## src/rtl/ekf_pkg.sv

```systemverilog
// ekf_pkg: shared types, constants and fixed-point resize helper.
// EKF_OBS_SAT_EN selects saturating instead of wrapping resize.
package ekf_pkg;

  typedef enum logic [1:0] {
    S_IDLE,
    S_MUL,
    S_UPD,
    S_DONE
  } state_t;

  localparam int STEPS = 14;

  // pi scaled by 2^60, rounded to Q fraction bits on demand
  localparam longint PI_2P60 = 64'sh3243F6A8885A308D;

  function automatic longint pi_q(input int q);
    return (PI_2P60 + (64'sd1 <<< (59 - q))) >>> (60 - q);
  endfunction

  function automatic longint two_pi_q(input int q);
    return (2 * PI_2P60 + (64'sd1 <<< (59 - q))) >>> (60 - q);
  endfunction

  // fit a wide value into n bits; result is sign-extended to 64
  function automatic logic signed [63:0] ekf_fit(
    input logic signed [127:0] v,
    input int                  n
  );
    logic signed [127:0] r;
`ifdef EKF_OBS_SAT_EN
    logic signed [127:0] hi;
    logic signed [127:0] lo;
    hi = (128'sd1 <<< (n - 1)) - 128'sd1;
    lo = -hi - 128'sd1;
    r  = v;
    if (v > hi) r = hi;
    else if (v < lo) r = lo;
`else
    r = (v <<< (128 - n)) >>> (128 - n);
`endif
    return 64'(r);
  endfunction

endpackage

```

## src/rtl/ekf_seq_observer_qmul.sv

```systemverilog
// Shared fixed-point multiplier: (a*b) >>> Q resized to N bits.
// Resize saturates when EKF_OBS_SAT_EN is defined, else wraps.
module ekf_seq_observer_qmul
  import ekf_pkg::*;
#(
  parameter int N = 32,
  parameter int Q = 18
) (
  input  logic signed [N-1:0] a,
  input  logic signed [N-1:0] b,
  output logic signed [N-1:0] p
);

  logic signed [2*N-1:0] prod;

  // full product, floor shift, resize
  always_comb begin
    prod = (2*N)'(a) * (2*N)'(b);
    p    = N'(ekf_fit(128'(prod >>> Q), N));
  end

endmodule

```

## src/rtl/ekf_seq_observer.sv

```systemverilog
// Time-multiplexed current/speed/angle observer, one shared multiplier.
// Define EKF_OBS_SAT_EN for saturating arithmetic (default wraps).
module ekf_seq_observer
  import ekf_pkg::*;
#(
  parameter int N = 32,
  parameter int Q = 18
) (
  input  logic                clk,
  input  logic                reset,
  input  logic                in_valid,
  output logic                in_ready,
  input  logic signed [N-1:0] valpha,
  input  logic signed [N-1:0] vbeta,
  input  logic signed [N-1:0] ialpham,
  input  logic signed [N-1:0] ibetam,
  input  logic signed [N-1:0] ctheta,
  input  logic signed [N-1:0] stheta,
  input  logic signed [N-1:0] R,
  input  logic signed [N-1:0] GV,
  input  logic signed [N-1:0] GE,
  input  logic signed [N-1:0] K,
  input  logic signed [N-1:0] KW,
  input  logic signed [N-1:0] TS,
  input  logic [31:0]         nbSamples,
  output logic                out_valid,
  output logic                done,
  output logic signed [N-1:0] ialphak,
  output logic signed [N-1:0] ibetak,
  output logic signed [N-1:0] omega,
  output logic signed [N-1:0] theta,
  output logic [31:0]         sample_cnt
);

  localparam logic signed [N-1:0] PI_Q     = N'(pi_q(Q));
  localparam logic signed [N-1:0] TWO_PI_Q = N'(two_pi_q(Q));
  localparam logic signed [N-1:0] NEG_PI_Q = -PI_Q;

  function automatic logic signed [N-1:0] q_add(
    input logic signed [N-1:0] a,
    input logic signed [N-1:0] b
  );
    return N'(ekf_fit(128'(a) + 128'(b), N));
  endfunction

  function automatic logic signed [N-1:0] q_sub(
    input logic signed [N-1:0] a,
    input logic signed [N-1:0] b
  );
    return N'(ekf_fit(128'(a) - 128'(b), N));
  endfunction

  function automatic logic signed [N-1:0] wrap_angle(
    input logic signed [N-1:0] t
  );
    if (t >= PI_Q) return q_sub(t, TWO_PI_Q);
    if (t < NEG_PI_Q) return q_add(t, TWO_PI_Q);
    return t;
  endfunction

  state_t state_q, state_d;
  logic [3:0]  step_q, step_d;
  logic [31:0] cnt_q, cnt_d;
  logic        ov_q, ov_d;
  logic        accept, hit;

  logic signed [N-1:0] va_q, vb_q, iam_q, ibm_q, ct_q, st_q;
  logic signed [N-1:0] va_d, vb_d, iam_d, ibm_d, ct_d, st_d;
  logic signed [N-1:0] ta_q, tb_q, ua_q, ub_q, pa_q, pb_q, w_q, th_q;
  logic signed [N-1:0] ta_d, tb_d, ua_d, ub_d, pa_d, pb_d, w_d, th_d;
  logic signed [N-1:0] ia_q, ib_q, om_q, tk_q;
  logic signed [N-1:0] ia_d, ib_d, om_d, tk_d;
  logic signed [N-1:0] ma, mb, m;

  ekf_seq_observer_qmul #(.N(N), .Q(Q)) u_qmul (
    .a(ma),
    .b(mb),
    .p(m)
  );

  assign accept = in_valid & in_ready & ~done;
  assign hit    = (nbSamples != 32'd0) && (cnt_q + 32'd1 == nbSamples);

  // state and datapath registers
  always_ff @(posedge clk or negedge reset) begin
    if (!reset) begin
      state_q <= S_IDLE;
      step_q  <= '0;
      cnt_q   <= '0;
      ov_q    <= 1'b0;
      va_q <= '0; vb_q <= '0; iam_q <= '0;
      ibm_q <= '0; ct_q <= '0; st_q <= '0;
      ta_q <= '0; tb_q <= '0; ua_q <= '0; ub_q <= '0;
      pa_q <= '0; pb_q <= '0; w_q <= '0; th_q <= '0;
      ia_q <= '0; ib_q <= '0; om_q <= '0; tk_q <= '0;
    end else begin
      state_q <= state_d;
      step_q  <= step_d;
      cnt_q   <= cnt_d;
      ov_q    <= ov_d;
      va_q <= va_d; vb_q <= vb_d; iam_q <= iam_d;
      ibm_q <= ibm_d; ct_q <= ct_d; st_q <= st_d;
      ta_q <= ta_d; tb_q <= tb_d; ua_q <= ua_d; ub_q <= ub_d;
      pa_q <= pa_d; pb_q <= pb_d; w_q <= w_d; th_q <= th_d;
      ia_q <= ia_d; ib_q <= ib_d; om_q <= om_d; tk_q <= tk_d;
    end
  end

  // FSM next state
  always_comb begin
    state_d = state_q;
    unique case (state_q)
      S_IDLE: if (accept) state_d = S_MUL;
      S_MUL:  if (step_q == 4'(STEPS - 1)) state_d = S_UPD;
      S_UPD:  state_d = hit ? S_DONE : S_IDLE;
      S_DONE: state_d = S_DONE;
      default: state_d = S_IDLE;
    endcase
  end

  // FSM outputs; ready is held off during the out_valid cycle
  always_comb begin
    in_ready = (state_q == S_IDLE) & ~ov_q;
    done     = (state_q == S_DONE);
  end

  // multiplier operand select by step
  always_comb begin
    ma = '0;
    mb = '0;
    unique case (step_q)
      4'd0:  begin ma = R;  mb = ia_q; end
      4'd1:  begin ma = R;  mb = ib_q; end
      4'd2:  begin ma = om_q; mb = st_q; end
      4'd3:  begin ma = om_q; mb = ct_q; end
      4'd4:  begin ma = GV; mb = q_sub(va_q, ta_q); end
      4'd5:  begin ma = GV; mb = q_sub(vb_q, tb_q); end
      4'd6:  begin ma = GE; mb = ua_q; end
      4'd7:  begin ma = GE; mb = ub_q; end
      4'd8:  begin ma = K;  mb = q_sub(iam_q, pa_q); end
      4'd9:  begin ma = K;  mb = q_sub(ibm_q, pb_q); end
      4'd10: begin ma = q_sub(ibm_q, pb_q); mb = ct_q; end
      4'd11: begin ma = q_sub(iam_q, pa_q); mb = st_q; end
      4'd12: begin ma = KW; mb = q_sub(ua_q, ub_q); end
      4'd13: begin ma = TS; mb = w_q; end
      default: ;
    endcase
  end

  // capture, per-step accumulate, commit
  always_comb begin
    step_d = step_q; cnt_d = cnt_q; ov_d = 1'b0;
    va_d = va_q; vb_d = vb_q; iam_d = iam_q;
    ibm_d = ibm_q; ct_d = ct_q; st_d = st_q;
    ta_d = ta_q; tb_d = tb_q; ua_d = ua_q; ub_d = ub_q;
    pa_d = pa_q; pb_d = pb_q; w_d = w_q; th_d = th_q;
    ia_d = ia_q; ib_d = ib_q; om_d = om_q; tk_d = tk_q;
    if (accept) begin
      step_d = '0;
      va_d = valpha; vb_d = vbeta; iam_d = ialpham;
      ibm_d = ibetam; ct_d = ctheta; st_d = stheta;
    end
    if (state_q == S_MUL) begin
      step_d = step_q + 4'd1;
      unique case (step_q)
        4'd0:  ta_d = m;
        4'd1:  tb_d = m;
        4'd2:  ua_d = m;
        4'd3:  ub_d = m;
        4'd4:  pa_d = q_add(ia_q, m);
        4'd5:  pb_d = q_add(ib_q, m);
        4'd6:  pa_d = q_sub(pa_q, m);
        4'd7:  pb_d = q_add(pb_q, m);
        4'd8:  ta_d = q_add(pa_q, m);
        4'd9:  tb_d = q_add(pb_q, m);
        4'd10: ua_d = m;
        4'd11: ub_d = m;
        4'd12: w_d  = q_add(om_q, m);
        4'd13: th_d = wrap_angle(q_add(tk_q, m));
        default: ;
      endcase
    end
    if (state_q == S_UPD) begin
      ia_d = ta_q; ib_d = tb_q; om_d = w_q; tk_d = th_q;
      cnt_d = cnt_q + 32'd1;
      ov_d  = 1'b1;
    end
  end

  assign out_valid  = ov_q;
  assign ialphak    = ia_q;
  assign ibetak     = ib_q;
  assign omega      = om_q;
  assign theta      = tk_q;
  assign sample_cnt = cnt_q;

endmodule

```

## config.mk

```make
export PLATFORM = sky130hd
export DESIGN_NAME = ekf_seq_observer
export DESIGN_NICKNAME = d
export VERILOG_FILES = /design/src/rtl/ekf_pkg.sv /design/src/rtl/ekf_seq_observer_qmul.sv /design/src/rtl/ekf_seq_observer.sv
export SDC_FILE = /design/constraint.sdc
export NUM_CORES = 2
export LEC_CHECK = 0
export BUFFER_PORTS_ARGS = -buffer_cell sky130_fd_sc_hd__buf_2
export CORE_UTILIZATION = 35
export DETAILED_ROUTE_END_ITERATION = 7
export GPL_ROUTABILITY_DRIVEN = 0
export PLACE_DENSITY = 0.52
export SLEW_MARGIN = 0
export SYNTH_ARGS = -nofsm -noshare
export SYNTH_HDL_FRONTEND = slang
export SYNTH_SLANG_ARGS = --single-unit
```

## constraint.sdc

```tcl
create_clock -name clk -period 13.2 [get_ports clk]
set_input_delay 2.64 -clock clk [delete_from_list [all_inputs] [get_ports clk]]
set_output_delay 2.64 -clock clk [all_outputs]
set_load 0.01 [all_outputs]
```

After elaboration in Yosys (flattened, before gate mapping)
Index checks and enable logic that the tools add are counted.
Word-level totals
  register bits after elaboration: 615
  bits of input ports: 419
  output and inout bits: 163
  word-level logic and storage cells: 116
Operators by class
  add/sub/neg operators: 16
  $mul: 1
  order comparisons: 2
  equality and inequality tests: 19
  muxes and demuxes: 24
  bitwise operators: 5
  reductions and logical operators: 27
Operators by type and width (number)
  32-bit case mux with 12 select lines: 1
  32-bit case mux with 9 select lines: 1
  32-bit case mux with 2 select lines: 4
  32-bit adder: 6
  32-bit subtractor: 6
  32-bit 2-to-1 mux: 4
  32-bit by 32-bit multiplier with 50-bit output: 1
  32-bit by 1-bit adder with 32-bit output, second input constant: 1
  32-bit by 22-bit adder with 32-bit output, second input constant: 1
  32-bit == test: 1
  32-bit by 21-bit greater-or-equal comparator with 1-bit output, second input constant: 1
  32-bit by 21-bit less-than comparator with 1-bit output, second input constant: 1
  32-bit nonzero test: 1
  32-bit by 22-bit subtractor with 32-bit output, second input constant: 1
  4-bit == test, second input constant: 6
  2-bit AND reduction: 9
  2-bit OR reduction: 9
  4-bit by 3-bit == test with 1-bit output, second input constant: 4
  2-bit nonzero test: 5
  4-bit by 2-bit == test with 1-bit output, second input constant: 2
  1-bit 2-to-1 mux: 8
  4-bit 2-to-1 mux: 2
  2-bit case mux with 4 select lines: 1
  2-bit 2-to-1 mux: 3
  10 further kinds: 15

Depth between registers and ports, before layout
  depth after elaboration: 14
  gate-level depth with buffers: 65
  gate-level depth less buffers: 62

Modules after synthesis
A second synthesis with hierarchy kept.
Second synthesis, totals
  cell total of the unflattened synthesis: 9311
  area, all modules: 78481.5 um^2
By module, submodules not included
  ekf_seq_observer: instances 1, cells an instance 6042, area an instance 48428.9 um^2, seq. area each 15389.8 um^2
  ekf_seq_observer_qmul: instances 1, cells an instance 3269, area an instance 30052.6 um^2, seq. area each 0.0 um^2

Worst setup path before layout
OpenSTA, ideal clock, no wires.
  path type: input-to-reg
  from: in TS[0]
  to: reg th_q[8]
  setup time: 135 ps
  data arrival time: 14124 ps
  required time: 13065 ps
  setup slack: -1059 ps
  cell stages on the path: 49
  path buffers: 2
  cell sequence: mux2_2 a32oi_1 o21ai_0 a2111oi_2 clkbuf_1 nor2_1 fa_1 fa_1 inv_1 fa_1 inv_1 fa_1 ha_1 ha_1 inv_1 fa_1 inv_1 fa_1 [13 not listed] a21boi_0 o211a_1 o21bai_1 o21ai_0 a211oi_1 o31ai_1 o221ai_1 nand2b_1 a21oi_1 xnor2_1 nor4b_1 nand2_1 nor2_1 clkbuf_1 nor3_1 a32oi_1 xor2_1 o21ai_0
Between the ends
  longest elaborated chain between the ends: 10
  elaborated cells on any way between the ends: 18
  those cells by class: add/sub: 3; mul: 1; order compare: 2; mux: 12
RTL lines
  from (decl): RTL line ekf_seq_observer.sv:24  | input logic signed [N-1:0] TS,
  32-bit case mux with 9 select lines (*): RTL line ekf_seq_observer.sv:131  | unique case (step_q)
  32-bit by 32-bit multiplier with 50-bit output (*): RTL line ekf_seq_observer_qmul.sv:18  | prod = (2*N)'(a) * (2*N)'(b);
  named net m[1]: RTL line ekf_seq_observer.sv:73  | logic signed [N-1:0] ma, mb, m;
  32-bit adder (*): RTL line ekf_seq_observer.sv:43  | return N'(ekf_fit(128'(a) + 128'(b), N));
  32-bit by 21-bit less-than comparator with 1-bit output: RTL line ekf_seq_observer.sv:57  | if (t < NEG_PI_Q) return q_add(t, TWO_PI_Q);
  1-bit 2-to-1 mux (2 in series): RTL line ekf_seq_observer.sv:57
  1-bit 2-to-1 mux: RTL line ekf_seq_observer.sv:165  | unique case (step_q)
  1-bit 2-to-1 mux: RTL line ekf_seq_observer.sv:163  | if (state_q == S_MUL) begin
  32-bit 2-to-1 mux: RTL line ekf_seq_observer.sv:58  | return t;
  32-bit 2-to-1 mux (*): RTL line ekf_seq_observer.sv:57
  to (signal assigned): RTL line ekf_seq_observer.sv:104  | pa_q <= pa_d; pb_q <= pb_d; w_q <= w_d; th_q <= th_d;
  to (decl): RTL line ekf_seq_observer.sv:69  | logic signed [N-1:0] ta_q, tb_q, ua_q, ub_q, pa_q, pb_q, w_q, th_q;
Mark *: on every way through the listed nets, which the timed path passes. The rest lies on a longest branch. The select of a mux whose other input is x is not followed.
A chain may end at the register's enable or synchronous reset.

Worst setup path after layout
  from: in GV[16]
  to: reg th_q[7]
Between the ends
  longest elaborated chain between the ends: 10
  elaborated cells on any way between the ends: 18
  those cells by class: add/sub: 3; mul: 1; order compare: 2; mux: 12
RTL lines
  from (decl): RTL line ekf_seq_observer.sv:20  | input logic signed [N-1:0] GV,
  32-bit case mux with 9 select lines (*): RTL line ekf_seq_observer.sv:131
  32-bit by 32-bit multiplier with 50-bit output (*): RTL line ekf_seq_observer_qmul.sv:18
  named net m[16]: RTL line ekf_seq_observer.sv:73
  32-bit adder (*): RTL line ekf_seq_observer.sv:43
  32-bit by 21-bit less-than comparator with 1-bit output: RTL line ekf_seq_observer.sv:57
  1-bit 2-to-1 mux (2 in series): RTL line ekf_seq_observer.sv:57
  1-bit 2-to-1 mux: RTL line ekf_seq_observer.sv:165
  1-bit 2-to-1 mux: RTL line ekf_seq_observer.sv:163
  32-bit 2-to-1 mux: RTL line ekf_seq_observer.sv:58
  32-bit 2-to-1 mux (*): RTL line ekf_seq_observer.sv:57
Marked as above.

==> impl_results.md <==
* Crit end category: register
* Synth Register Bits at 615
* Synthesis-to-finish area growth at 32.8%
* CTS H-tree lvls at 3
* DP HPWL at 296000 um
* Critical-path top delay cell: fa_1
* Failing checks: design-rule violations, negative setup slack
* Filler instances at approximately 21k
* Final wirelength at ~350000 um
* Die height at ~470 um
* Largest net degree at the start of global routing at 146
* Total GRT Usage at 31.5%
* Most Frequent Cell on Critical Path: fa_1
* Asr flop ratio synth at 100%
* Synth area leader: fa_1
* First-pass GRT wire length at a little over 500000 um
* Top post-synthesis cells by area: fa_1, dfrtp_1, ha_1
* WP data required at between 10 and 15 ns
* Starting DRT DRC Count at 8215
* Starting Density at 35.2%
* Fraction of layout cells with a size suffix above 1 at between 20% and 30%
* DR WL/cell at 24.9 um
* Min Hold Slack at 0.471 ns
* PnR worst setup slack at -0.761 ns
* Post-Syn Area at 76600 um2
* Post-synth top flop: dfrtp_1
* PortBufs at 581
* Synth warn at 0
* Final Hold Fails at 0
* Initial antenna violation count at 12
* Remaining Overflow, GRT at 0
* Cells after Synth at 9239
* # IOs at 582
* Core ar. at 217000 um2
* Most common cell in the netlist: nand2_1
* Outcome: finished with violations
* Startpoint types: primary input
* Clock root cell: clkbuf_16
* Syn_area_per_cell at 8.29 um2
* Footprint of the multi-input gates at 57600 um2
* CP Data Arrival Time at 14.54 ns
* Max cap viols at 0
* Slew @ Worst Pin at 0.958 ns
* Fin. max-slew vios at 0
* Top cells by count, synth: nand2_1, inv_1, fa_1
* Max clock buf depth at 3
* Tcrit/Tclk final at 106%
* Detailed Routing Iterations Pass 1 at 8
* Post-Syn Nets at 11.1k
* Skew final at ~0.051 ns
* Clk slew on worst S/H paths at 0.06 ns
* Max Fclk at 71.6 MHz
* Crit path kind: in -> reg
* RSZ-0062 raised after global routing: yes
* Yosys cell types at 105
* Crit path max fanout at 6
* Vias per cell at 5.44
* Final setup vio count at 45
* Post-layout minimum cycle time at about 14 ns
* Register area share after synthesis at 20.1%
* CTS Sinks at 615
* Die W at 470 um
* Routed via count at 77.3k
* CTS tree: yes
* DRC at 1
* Number of global-route vias before repair at a little under 80k
* Max incr delay on CP at 0.57 ns
* # rows at 171
* Reg area at ~15000 um2
* HP Class: reg -> reg
* Setup_tns at -22.98 ns
* CTS buffer count at 75
* Final nets at ~13k
* R2R setup slack at -0.75 ns
* EDFF count, synth at 0
* Die area at 221000 um2
* Worst skew pair latency at 0.74 ns
* Share of the synthesized area in the top cell type at 23.3%
* Antenna Violating Nets Remaining at 0
* Slew margin rel. at 36.1%
==> worst paths after layout <==
kind / endpoint / cells past startpoint / startpoint
max: th_q[7]$_DFFE_PN0P_ / 53 / GV[16]
min: theta[27]$_DFFE_PN0P_ / 2 / th_q[27]$_DFFE_PN0P_
max reg2reg: th_q[7]$_DFFE_PN0P_ / 66 / ibm_q[0]$_DFFE_PN0P_
min reg2reg: theta[27]$_DFFE_PN0P_ / 2 / th_q[27]$_DFFE_PN0P_
max in group asynchronous: vb_q[16]$_DFFE_PN0P_ / 3 / reset
min in group asynchronous: va_q[27]$_DFFE_PN0P_ / 1 / reset
==> kinds of logic (layout without fill, tap and decap cells) <==
| logic type | count (synthesis) | count (layout) | synth area share, % |
|---|---|---|---|
| other | 0 | 4 | 0 |
| adders and majority gates | 1441 | 1441 | 32.3 |
| DFF | 615 | 615 | 20.1 |
| and+or+nand+nor | 3234 | 3234 | 18.1 |
| buffers and inverters | 1671 | 3798 | 8.23 |
| AOI/OAI and AO/OA | 1763 | 1763 | 15.2 |
| muxes | 28 | 28 | 0.374 |
| xor gates and xnor gates | 487 | 487 | 5.69 |
==> per-stage QoR <==
stage	utilization (%)	area (um2)	instances	worst slack (ns)
finish	46.8	102000	14200	-0.761
detailed placement	44.0	95700	14000	-1.90
floorplan	-	77000	9239	-0.0775
global placement	44.0	95700	14000	-1.71
global route	46.8	102000	14200	-1.10
CTS	46.0	100000	14200	-0.429
==> per-layer routing <==
layer / vias up / wire length (um) / part of all wire, % / GRT usage [%]
met4: 10 / 21900 / 6.2 / 16.6
li1: 34300 / - / - / -
met5: - / 57 / 0.016 / 0
met3: 713 / 32600 / 9.2 / 5.58
met2: 3655 / 156000 / 44 / 48.9
met1: 38700 / 144000 / 41 / 41.8
==> worst max-delay path: cells and delay by family <==
family | cells | cell delay, ns
adder cells (fa/ha/maj) | 10 | 4.60
AO/OA/AOI/OAI | 17 | 3.41
buffers and inverters | 14 | 1.72
AND/OR/NAND/NOR | 8 | 1.46
XOR/XNOR | 4 | 0.72
==> repair_timing <==
action / in CTS / in global routing
hold buffers: 0 / 0
endpoints found under the setup margin: 103 / 87
buffers inserted: 66 / 67
pin swaps: 132 / 218
resized for setup: 247 / 248
==> placed cells by master (no fill, tap or decap), drive strengths merged, types with 92 or more instances in the layout <==
master	n
a211oi	106
a21o	134
a21oi	426
and2	92
buf	2414
clkbuf	99
dfrtp	615
fa	890
ha	551
inv	1244
nand2	1780
nand3	104
nor2	734
nor3	98
o21ai	438
xnor2	319
xor2	163
==> area by class of cell <==
type                    count  area share [%]
clock inverters            40           0.594
repair buffers           2415            17.5
multi-input cells        6953            56.6
diodes                      4         0.00984
inverters                1245            4.62
well taps                2854            3.51
clock buffers              98            2.05
flip-flops and latches    615            15.1
Power is not shown: default switching activity piles up to over one toggle a cycle in this logic, so the estimate is an artifact.
